### config.mk
export PLATFORM = sky130hd
export DESIGN_NAME = operand_fetch_unit
export DESIGN_NICKNAME = d
export VERILOG_FILES = /design/src/rtl/opf_pkg.sv /design/src/rtl/opf_scoreboard.sv /design/src/rtl/operand_fetch_unit.sv
export SDC_FILE = /design/constraint.sdc
export NUM_CORES = 1
export LEC_CHECK = 0
export CORE_ASPECT_RATIO = 0.9
export CORE_MARGIN = 2
export CORE_UTILIZATION = 49
export CTS_BUF_LIST = sky130_fd_sc_hd__clkbuf_8
export CTS_CLUSTER_DIAMETER = 60
export DETAILED_ROUTE_END_ITERATION = 6
export PLACE_DENSITY = 0.89
export SLEW_MARGIN = 20
export SYNTH_ARGS = -nofsm -noshare
export SYNTH_HDL_FRONTEND = slang
export SYNTH_HIERARCHICAL = 1
export SYNTH_SLANG_ARGS = --single-unit
### constraint.sdc
create_clock -name clk -period 6.3 [get_ports clk]
set_input_delay 0.945 -clock clk [delete_from_list [all_inputs] [get_ports clk]]
set_output_delay 0.945 -clock clk [all_outputs]
set_load 0.01 [all_outputs]
### src/rtl/opf_pkg.sv
// rtl/opf_pkg.sv - shared sizes and FSM state type for the operand fetch unit
package opf_pkg;

    localparam int XLEN = 32;
    localparam int NREG = 32;
    localparam int IDXW = 5;

    typedef enum logic [1:0] {
        ST_IDLE,
        ST_HAZ,
        ST_READ,
        ST_OUT
    } opf_state_e;

endpackage

### src/rtl/opf_scoreboard.sv
// rtl/opf_scoreboard.sv - per-register pending-write bits with two lookup ports
module opf_scoreboard
    import opf_pkg::IDXW;
#(
    parameter int NREG = opf_pkg::NREG
) (
    input  logic            clk,
    input  logic            reset,
    input  logic            set_en,
    input  logic [IDXW-1:0] set_idx,
    input  logic            clr_en,
    input  logic [IDXW-1:0] clr_idx,
    input  logic [IDXW-1:0] look1_idx,
    input  logic [IDXW-1:0] look2_idx,
    output logic            look1_pend,
    output logic            look2_pend
);

    logic [NREG-1:0] pending;
    logic [NREG-1:0] pending_nxt;

    // Clear is applied before set so a same-cycle set on the same index wins.
    always_comb begin
        pending_nxt = pending;
        if (clr_en) begin
            pending_nxt[clr_idx] = 1'b0;
        end
        if (set_en) begin
            pending_nxt[set_idx] = 1'b1;
        end
        pending_nxt[0] = 1'b0;
    end

    always_ff @(posedge clk) begin
        if (reset) begin
            pending <= '0;
        end else begin
            pending <= pending_nxt;
        end
    end

    assign look1_pend = pending[look1_idx];
    assign look2_pend = pending[look2_idx];

endmodule

### src/rtl/operand_fetch_unit.sv
// rtl/operand_fetch_unit.sv - decode-to-execute operand fetch with scoreboard stall
module operand_fetch_unit
    import opf_pkg::IDXW;
    import opf_pkg::opf_state_e;
    import opf_pkg::ST_IDLE;
    import opf_pkg::ST_HAZ;
    import opf_pkg::ST_READ;
    import opf_pkg::ST_OUT;
#(
    parameter int XLEN = opf_pkg::XLEN,
    parameter int NREG = opf_pkg::NREG
) (
    input  logic            clk,
    input  logic            reset,
    input  logic            dec_valid,
    output logic            dec_ready,
    input  logic [IDXW-1:0] dec_rs1,
    input  logic [IDXW-1:0] dec_rs2,
    input  logic [IDXW-1:0] dec_rd,
    input  logic            dec_use_rs2,
    input  logic            dec_rd_wr,
    output logic            op_valid,
    input  logic            op_ready,
    output logic [XLEN-1:0] op_a,
    output logic [XLEN-1:0] op_b,
    output logic [IDXW-1:0] op_rd,
    output logic            op_rd_wr,
    input  logic            wb_valid,
    input  logic [IDXW-1:0] wb_rd,
    input  logic [XLEN-1:0] wb_data,
    output logic [IDXW-1:0] selRS1,
    output logic [IDXW-1:0] selRS2,
    output logic [IDXW-1:0] selRD,
    output logic            reg_select,
    output logic            read_en,
    output logic            rdwrite,
    output logic [XLEN-1:0] data_in,
    input  logic [XLEN-1:0] data_out1,
    input  logic [XLEN-1:0] data_out2
);

    opf_state_e      state;
    opf_state_e      state_nxt;
    logic [IDXW-1:0] rs1_q;
    logic [IDXW-1:0] rs2_q;
    logic [IDXW-1:0] rd_q;
    logic            use_rs2_q;
    logic            rd_wr_q;
    logic            pend1;
    logic            pend2;
    logic            hazard;
    logic            set_en;

    opf_scoreboard #(
        .NREG (NREG)
    ) u_scoreboard (
        .clk        (clk),
        .reset      (reset),
        .set_en     (set_en),
        .set_idx    (op_rd),
        .clr_en     (wb_valid),
        .clr_idx    (wb_rd),
        .look1_idx  (rs1_q),
        .look2_idx  (rs2_q),
        .look1_pend (pend1),
        .look2_pend (pend2)
    );

    // Lookups see the registered bits, so a writeback never bypasses into this cycle's read.
    assign hazard = pend1 || (use_rs2_q && pend2);
    assign set_en = op_valid && op_ready && op_rd_wr && (op_rd != '0);

    always_comb begin
        state_nxt  = state;
        dec_ready  = 1'b0;
        read_en    = 1'b0;
        reg_select = 1'b0;
        selRS1     = '0;
        selRS2     = '0;
        op_valid   = 1'b0;
        case (state)
            ST_IDLE: begin
                dec_ready = 1'b1;
                if (dec_valid) begin
                    state_nxt = ST_HAZ;
                end
            end
            ST_HAZ: begin
                if (!hazard) begin
                    read_en    = 1'b1;
                    reg_select = use_rs2_q;
                    selRS1     = rs1_q;
                    selRS2     = rs2_q;
                    state_nxt  = ST_READ;
                end
            end
            ST_READ: begin
                state_nxt = ST_OUT;
            end
            ST_OUT: begin
                op_valid = 1'b1;
                if (op_ready) begin
                    state_nxt = ST_IDLE;
                end
            end
            default: begin
                state_nxt = ST_IDLE;
            end
        endcase
        // A reset cycle must not leak a read strobe or an operand handshake.
        if (reset) begin
            read_en    = 1'b0;
            reg_select = 1'b0;
            selRS1     = '0;
            selRS2     = '0;
            op_valid   = 1'b0;
        end
    end

    always_ff @(posedge clk) begin
        if (reset) begin
            state     <= ST_IDLE;
            rs1_q     <= '0;
            rs2_q     <= '0;
            rd_q      <= '0;
            use_rs2_q <= 1'b0;
            rd_wr_q   <= 1'b0;
            op_a      <= '0;
            op_b      <= '0;
            op_rd     <= '0;
            op_rd_wr  <= 1'b0;
        end else begin
            state <= state_nxt;
            if (state == ST_IDLE && dec_valid) begin
                rs1_q     <= dec_rs1;
                rs2_q     <= dec_rs2;
                rd_q      <= dec_rd;
                use_rs2_q <= dec_use_rs2;
                rd_wr_q   <= dec_rd_wr;
            end
            if (state == ST_READ) begin
                op_a     <= (rs1_q == '0) ? '0 : data_out1;
                op_b     <= (use_rs2_q && (rs2_q != '0)) ? data_out2 : '0;
                op_rd    <= rd_q;
                op_rd_wr <= rd_wr_q;
            end
        end
    end

    assign selRD   = wb_rd;
    assign data_in = wb_data;
    assign rdwrite = wb_valid && (wb_rd != '0) && !reset;

endmodule

==> summary.txt <==
status: finished with violations
failing checks: DRC
fmax: 220 MHz
Syn-to-layout area delta: 30.9%
worst slack, placed: 2.25 ns
antenna violations before repair: 1
DRC: 1
Cell Area, Synth: 6230 µm²
CTS buffer count: 17
# hold bufs at CTS: 0
Seq cells post-synth: 120
CTS sink cnt: 120
Setup CP Type: flop to primary output
clk slew on worst S/H paths: 0.06 ns
DR WL/cell: 17.4 µm
cell accounting for the most synthesized area: dfxtp_1
top-area cell type share of the netlist area: 38.6%
layout cell share with drive strength beyond 1: 13.3%
Pleak: 0.00270 µW
cts repair resizes: 0
Setup Fix Bufs, Post-CTS: 0
CP required: 5.35 ns
clock latency on the worst-skew pair: 0.43 ns
number of synthesized flops with an enable pin: 0
final setup margin: 1.76 ns
Ys Warns: 6
Die Y: 111 µm
simple-gate share of the synthesized area: 18.5%
power consumption: 2240 µW
CTS Buffer Depth: 2
vias in the first global route: 5,303
RSZ-0062 raised after global routing: false
Rows: 39
cells after synthesis: 697
Hold WS: 0.456 ns
mux cell area share after synthesis: 6.19%
via/cell ratio: 5.66
max cap viols: 0
Least-Margin Pin Slew: 1.18 ns
synth unique cells: 36
initial DRC count: 489
final net count: 937
HPWL Detailed: 11.7 mm
Synth Area in Compound Gates: 26.4%
met1 usage: 32.1%
Slew Viols, Final: 0
I/O Buffers: 180
Final Cycle Share: 72.1%
Top FF cell, synth: dfxtp_1
minimum clock period: 4.54 ns
largest net degree at the start of global routing: 105
Core ar.: 12,500 µm²
clock root buffer: clkbuf_8
GPL Wtd Cong: 0.974
top cells by area, synth: dfxtp_1 39%, o211ai_2 12%, a21oi_1 9.6%
XOR/XNOR share of the synthesized area: 0%
H-tree depth: 4
peak supply drop: 0.151 mV
full die area: 13,600 µm²
Synth Area in Adders: 1.00%
drt first pass iters: 7
Final ANT Viol Nets: 0
TritonCTS clock tree: done
register area share after synthesis: 38.6%
Slew HR: 21.2%
syn_nets: 825
grt met3 use: 5.71%
vias: 5,577
global-route wire length before repair: 27.3 mm
Congestion Overflow GR: 0
gr busiest metal: met2
CP endpoint kind: primary output
largest family of logic cells by synthesized area: compound AO/OA/AOI/OAI gates
crit-path max FO: 13
Final setup viols: 0
FFs w/ async S/R, synth: 0%
critical path arrival: 3.60 ns
DRT Wirelength: 17.2 mm
die width: 123 µm
IO Count: 245
setup TNS: 0 ns
clk_skew: 0.0105 ns
met2 usage: 40.3%
Worst Hold Class: flop to flop
Avg Inst Size Synth: 8.93 µm²
final hold violation count: 0
startpoint class of the critical path: flop
Total GRT Usage: 25.2%
Initial Util: 49.6%
Pwr per Cell Area: 275 nW/µm²
==> layout by cell type (no fill, tap or decap), drive strengths merged, types with 5 or more instances in the layout <==
master           n
clkdlybuf4s50  179
dfxtp          120
a21oi          119
nand2           73
nand2b          70
o211ai          66
o21ai           31
mux2i           25
clkbuf          19
nor2            17
and2            13
nand3           11
inv              7
nor2b            7
nor3b            6
mux4             6
buf              6
nand3b           5
ha               5
==> cell families after synthesis <==
| kind of cell | count (synthesis) |
|---|---|
| AO/OA/AOI/OAI | 228 |
| adder cells (fa/ha/maj) | 5 |
| buffers and inverters | 96 |
| flip-flops | 120 |
| multiplexers | 31 |
| AND/OR/NAND/NOR | 217 |
==> path summary, 6_finish.rpt <==
path	from	slack (ns)	depth (start not counted)	end
setup / recovery	rs2_q[1]$_SDFFE_PP0P_	1.76	9	selRS2[0]
hold / removal	rd_q[1]$_SDFFE_PP0P_	0.46	2	rd_q[1]$_SDFFE_PP0P_
setup reg to reg	rs2_q[1]$_SDFFE_PP0P_	3.67	7	state[0]$_SDFFE_PP0P_
hold reg to reg	rd_q[1]$_SDFFE_PP0P_	0.46	2	rd_q[1]$_SDFFE_PP0P_
==> worst max-delay path, cell delays in order (launching register included) <==
cell and delay [ns]:
dfxtp_1 0.63, mux4_2 0.56, nand2b_1 0.15, o211ai_1 0.11, nand4_1 0.13, a21o_1 0.24, nor3b_1 0.42, buf_4 0.25
and2_1 0.14, clkdlybuf4s50_1 0.53
==> area by class of cell <==
class / count / area (µm²)
Clock inverter: 12 / 159
Multi-Input combinational cell: 481 / 3250
Antenna cell: 1 / 2.50
Inverter: 4 / 15.0
Timing Repair Buffer: 185 / 1850
Fill cell: 1003 / 4390
Tap cell: 164 / 205
Sequential cell: 120 / 2400
Clock buffer: 19 / 262
==> per-stage QoR <==
stage                     cell area (µm²)  util, %  std cells
after floorplan                      6230        -        697
after global placement               7710     61.5        953
after detailed placement             7710     61.5        953
after CTS                            8130     64.8        984
after global routing                 8150     65.0        985
final                                8150     65.0        986
==> power by group <==
| part | total [µW] | leakage (µW) | switching (µW) | internal, µW |
|---|---|---|---|---|
| sequential | 870 | 0.000971 | 62.1 | 808 |
| clock | 738 | 0.000225 | 295 | 443 |
| combinational | 632 | 0.00150 | 359 | 273 |
==> sequential cells by signal, indices dropped and copies added (netlist names) <==
name	flops
op_a	32
op_b	32
u_scoreboard/pending	31
op_rd	5
rd_q	5
rs1_q	5
rs2_q	5
state	2
op_rd_wr	1
rd_wr_q	1
use_rs2_q	1
==> Yosys cell counts (8+ instances only) <==
library cell / count
nor2_1: 17
nand2b_1: 70
mux2i_1: 25
a21oi_1: 119
dfxtp_1: 120
and2_1: 13
buf_6: 8
o21ai_0: 31
buf_2: 19
o211ai_2: 60
buf_4: 37
nand3_1: 11
clkbuf_1: 28
nand2_1: 73
==> metal layers <==
metal  vias up  part of all wire, %
met5         -                    0
met4         0                  3.1
met3        52                  7.9
met2       257                   47
met1      2623                   42
li1       2645                    -
(Power assumes the default switching activity.)
==> patch 1 (same flow settings) <==
Change the package constant `IDXW` from 5 to 4.
--- a/src/rtl/opf_pkg.sv
+++ b/src/rtl/opf_pkg.sv
@@ -5,3 +5,3 @@
     localparam int NREG = 32;
-    localparam int IDXW = 5;
+    localparam int IDXW = 4;
 
Interface: changed (8 resized); port bits go from 245 to 237. No check against the original RTL was run, so the function may have changed too.
==> patch 1 against the original RTL <==
Routed wire length shrank 31%. Final area down 27%. Count of clock-buffer cells in the layout down 10. Critical path type unchanged. Sequential cell count is 20 lower. Register-to-register slack better by 0.23 ns. Non-clock buffer count down 13. Setup slack better by 0.47 ns. Synthesized cell count down 32%. Total power is 32% lower. Synthesized area is 30% lower.
==> patch 1: results (changes against the original RTL) <==
Worst setup path
  • Worst path slowest cell: mux4_2
  • Worst Setup SP: rs2_q[3]
  • Critical Path AT: 3.13 ns (-0.47 ns)
  • CP delay by family, top: simple AND/OR/NAND/NOR gates
  • Worst path max stage delay: 0.56 ns (-0.07 ns)
  • Reg2reg start: state[0]
  • CP Max Fanout: 10 (-3)

Synth
  • Sequential share of the synthesized area: 45.9% (+7.3 points)
  • Synthesis Warnings: 6 (unchanged)
  • Async SR Flop Fraction: 0% (unchanged)
  • Top post-synthesis cells by area: dfxtp_1 (46%), a32oi_1 (6.4%), buf_4 (6.2%), nor2_1 (6.0%), a22oi_1 (5.5%)
  • Post-Syn Nets: 601 (-27%)
  • Unique masters post-synth: 48 (+33%)
  • Post-synth top cells: dfxtp_1 (100), nor2_1 (70), nand2_1 (43)

Clocking
  • Clk pin slew, worst setup/hold paths: 0.10 ns (+0.04 ns)
  • Clock root buffer: clkbuf_8
  • Cts bufs inserted: 9 (-8)
  • H-tree depth: 3 (-1)
  • Worst-skew pair later-pin latency: 0.35 ns (-0.08 ns)
  • Post-CTS setup buffer count: 0 (unchanged)
  • PostCTS Resize Cnt: 0 (unchanged)
  • Longest Clk Path Bufs: 2 (unchanged)

Place
  • IO Port Bufs: 172 (-4.4%)
  • Post-DP HPWL: 8530 um (-27%)
  • Routability Congestion: 0.879 (-9.7%)

Pwr
  • Lkg Pwr: 2.09 nW (-23%)
  • Pint: 1.05 mW (-31%)
  • VDD IR max: 0.000172 V (+14%)

Drt
  • Wire per inst: 16.5 um (-5.3%)
  • Vias per std cell: 5.57 (-1.6%)
  • Drt first pass iters: 4 (-3)
  • Number of DRC markers in iteration 0: 171 (-65%)

Global route
  • First-pass GRT wire length: 17900 um (-34%)
  • Gr usage total: 23.7% (-1.6 points)
  • Initial antenna violation count: 0 (-1)
  • Vias in the first global route: 3791 (-29%)
  • Largest net degree at the start of global routing: 105 (unchanged)

Hold path
  • Hold Crit Start: rd_wr_q
  • Hold WC Path Type: reg -> reg

Cells and area
  • Nets@finish: 715 (-24%)
  • Layout cells sized above 1: 4.87% (-8.4 points)
  • Ant diodes: 0 (-1)
  • Filler Cell Count: 666 (-34%)
  • Top flop regs: op_a (32), op_b (32), u_scoreboard/pending (15)

Run status
  • Outcome: finished clean

STA
  • Slew HR: 34.6% (+13 points)
  • Layout Skew: 0.0173 ns (+0.00679 ns)
-- patch 1: logic make-up (layout without fill, tap and decap cells) --
group	after synthesis	after routing	synth area share, %
buf+inv	74	193	11.1
compound gates	121	121	19.2
fa+ha+maj	5	5	1.43
flops	100	100	45.9
simple gates	161	161	17.5
mux	16	16	4.88
-- patch 1: power by group through the flow --
stage	clock network, mW	registers, mW	logic [mW]
floorplan	0	0.728	0.298
global placement	0	0.728	0.396
detailed placement	0	0.734	0.406
CTS	0.415	0.719	0.408
global route	0.440	0.726	0.449
finish	0.406	0.719	0.407
-- patch 1: final cells by class --
type | instances | area (um^2) | share of cell area (%)
Sequential cell | 100 | 2000 | 33.6
Timing Repair Buffer | 172 | 1720 | 28.8
Clock inverter | 7 | 72.6 | 1.22
Clock buffer | 9 | 124 | 2.08
Multi-Input combinational cell | 303 | 1880 | 31.5
Tap cell | 119 | 149 | 2.50
Inverter | 5 | 20.0 | 0.336
-- patch 1: routing by layer --
metal	vias up	GRT usage [%]	wire length (um)
met4	0	9.43	318
met1	1878	27.4	4520
met2	182	38.4	5760
li1	1885	-	-
met5	-	0	0
met3	35	9.94	1190
-- patch 1: stage by stage --
step	std cells	instance area [um^2]	hold slack, ns	setup WS, ns	util [%]
floorplan	477	4360	0.436	3.38	-
global placement	699	5770	0.444	2.68	67.0
detailed placement	699	5770	0.447	2.64	67.0
CTS	715	5960	0.460	2.22	69.3
global route	715	5970	0.481	2.09	69.3
finish	715	5970	0.458	2.22	69.3
-- patch 1: path summary, 6_finish.rpt --
check	cells past startpoint	to	slack, ns
min	2	rd_wr_q	0.46
max	7	reg_select	2.22
max reg2reg	5	op_b[26]	3.90
min reg2reg	2	rd_wr_q	0.46
==> patch 2 (same flow settings) <==
Without the edit above. Make the reset (`reset`) asynchronous in 2 clocked blocks.
--- a/src/rtl/opf_scoreboard.sv
+++ b/src/rtl/opf_scoreboard.sv
@@ -33,3 +33,3 @@
 
-    always_ff @(posedge clk) begin
+    always_ff @(posedge clk or posedge reset) begin
         if (reset) begin
--- a/src/rtl/operand_fetch_unit.sv
+++ b/src/rtl/operand_fetch_unit.sv
@@ -119,3 +119,3 @@
 
-    always_ff @(posedge clk) begin
+    always_ff @(posedge clk or posedge reset) begin
         if (reset) begin
Check against the original RTL: differs if reset is asserted again (counterexample within 4 cycles, from zero or initial values and one cycle with reset high); with reset held inactive, the same outputs for 10 cycles.
==> patch 2 against the original RTL <==
Synthesized area down 8.5%. Sequential cell count unchanged. Final area down 5.5%. Routed wire length down 5.2%. Synthesized cell count fell by 29%. Global-route usage rose by 0.57 points. Setup slack lost 0.16 ns. Non-clock buffer count decreased by 1. Critical endpoint is now selRS2[1]. Largest cell class is now registers.
Power is not compared: it rests on default switching activity, and its combinational part moved more than twofold at a synthesized area within 25%.
==> patch 2: results (changes against the original RTL) <==
STA
  • Layout Skew: 0.00894 ns (-0.00156 ns)
  • Min Hold Slack: 0.485 ns (+0.0293 ns)
  • Fmax: 213 MHz (-3.4%)
  • Slew HR: 36.0% (+15 points)

Worst setup path
  • Reg2reg end: state[1]
  • Worst Setup SP: rs2_q[0]
  • Critical Path AT: 3.76 ns (+0.16 ns)
  • CP Max Fanout: 12 (-1)
  • Reg2reg setup slack: 3.70 ns (+0.03 ns)
  • Worst setup path end: selRS2[1]

Synth
  • Top post-synthesis cells by area: dfrtp_1 (53%), o21ai_0 (5.4%), a22o_1 (4.9%), buf_4 (4.9%), mux2_2 (4.7%)
  • Post-synthesis adder-cell area fraction: 1.10% (+0.093 points)
  • Syn Inst Count: 498 (-29%)
  • Post-Syn Nets: 626 (-24%)
  • Synthesis Warnings: 6 (unchanged)
  • Compound-Gate Fraction of Synth Area: 18.3% (-8.0 points)
  • Async SR Flop Fraction: 100% (+100 points)
  • Top_reg_cell synth: dfrtp_1
  • Post-synthesis mux area share: 10.5% (+4.3 points)
  • Post-synth top cells: dfrtp_1 (120), o21ai_0 (62), nand2_1 (38)
  • Unique masters post-synth: 38 (+5.6%)
  • Sequential share of the synthesized area: 52.7% (+14 points)

Cells and area
  • Layout Cells excl Fill: 808 (-18%)
  • Top flop regs: op_a (32), op_b (32), u_scoreboard/pending (31)
  • Nets@finish: 767 (-18%)
  • Filler Cell Count: 860 (-14%)
  • Layout cells sized above 1: 11.8% (-1.5 points)
  • Multi-input gate area: 2260 um^2 (-31%)
  • Ant diodes: 0 (-1)

Hold path
  • Worst Hold Path EP: op_b[18]
  • Hold Crit Start: op_b[18]
  • Worst Hold Depth: 1 (-1)

Global route
  • First-pass GRT wire length: 25000 um (-8.4%)
  • Gr usage total: 25.8% (+0.57 points)
  • Largest net degree at the start of global routing: 66 (-37%)
  • Vias in the first global route: 4610 (-13%)
  • Initial antenna violation count: 0 (-1)

Clocking
  • Post-CTS setup buffer count: 0 (unchanged)
  • Worst-skew pair later-pin latency: 0.44 ns
  • PostCTS Resize Cnt: 0 (unchanged)
  • H-tree depth: 4 (unchanged)

Drt
  • Drt first pass iters: 5 (-2)
  • Number of DRC markers in iteration 0: 440 (-10%)
  • Detailed Route WL: 16300 um (-5.2%)
  • Routed vias: 4644 (-17%)

Place
  • Inst Count DP: 776 (-19%)
  • Area after DPL: 7320 um^2 (-5.0%)
  • Pre-CTS setup slack: 2.07 ns (-0.181 ns)
  • IO Port Bufs: 180 (unchanged)
  • Post-DP HPWL: 11800 um (+0.74%)
  • Routability Congestion: 0.927 (-4.8%)

Run status
  • Outcome: finished clean

Pwr
  • Lkg Pwr: 3.23 nW
patch 2: metal layers:
metal / vias up / GRT usage, % / share of wire, % / wire length, um
met4: 0 / 11.4 / 2.8 / 458
met3: 33 / 8.37 / 7.4 / 1200
met2: 234 / 41.7 / 49 / 8040
met1: 2306 / 31.9 / 40 / 6560
li1: 2071 / - / - / -
met5: - / 0.417 / 0 / 0
patch 2: area by class of cell:
cell class / count / area share, %
sequential: 120 / 39.0
clock buffer: 22 / 3.93
tap: 156 / 2.53
inverter: 9 / 0.455
multi-input combinational: 307 / 29.3
timing repair buffer: 184 / 23.8
clock inverter: 10 / 1.01
patch 2: worst max-delay path: stages, from the launching register on:
cell             delay, ns
dfrtp_1               0.59
mux4_2                0.55
nand2b_1              0.16
o2111ai_1             0.12
nand4_1               0.12
a21o_1                0.19
nor3b_1               0.77
and2_2                0.28
clkdlybuf4s50_1       0.54
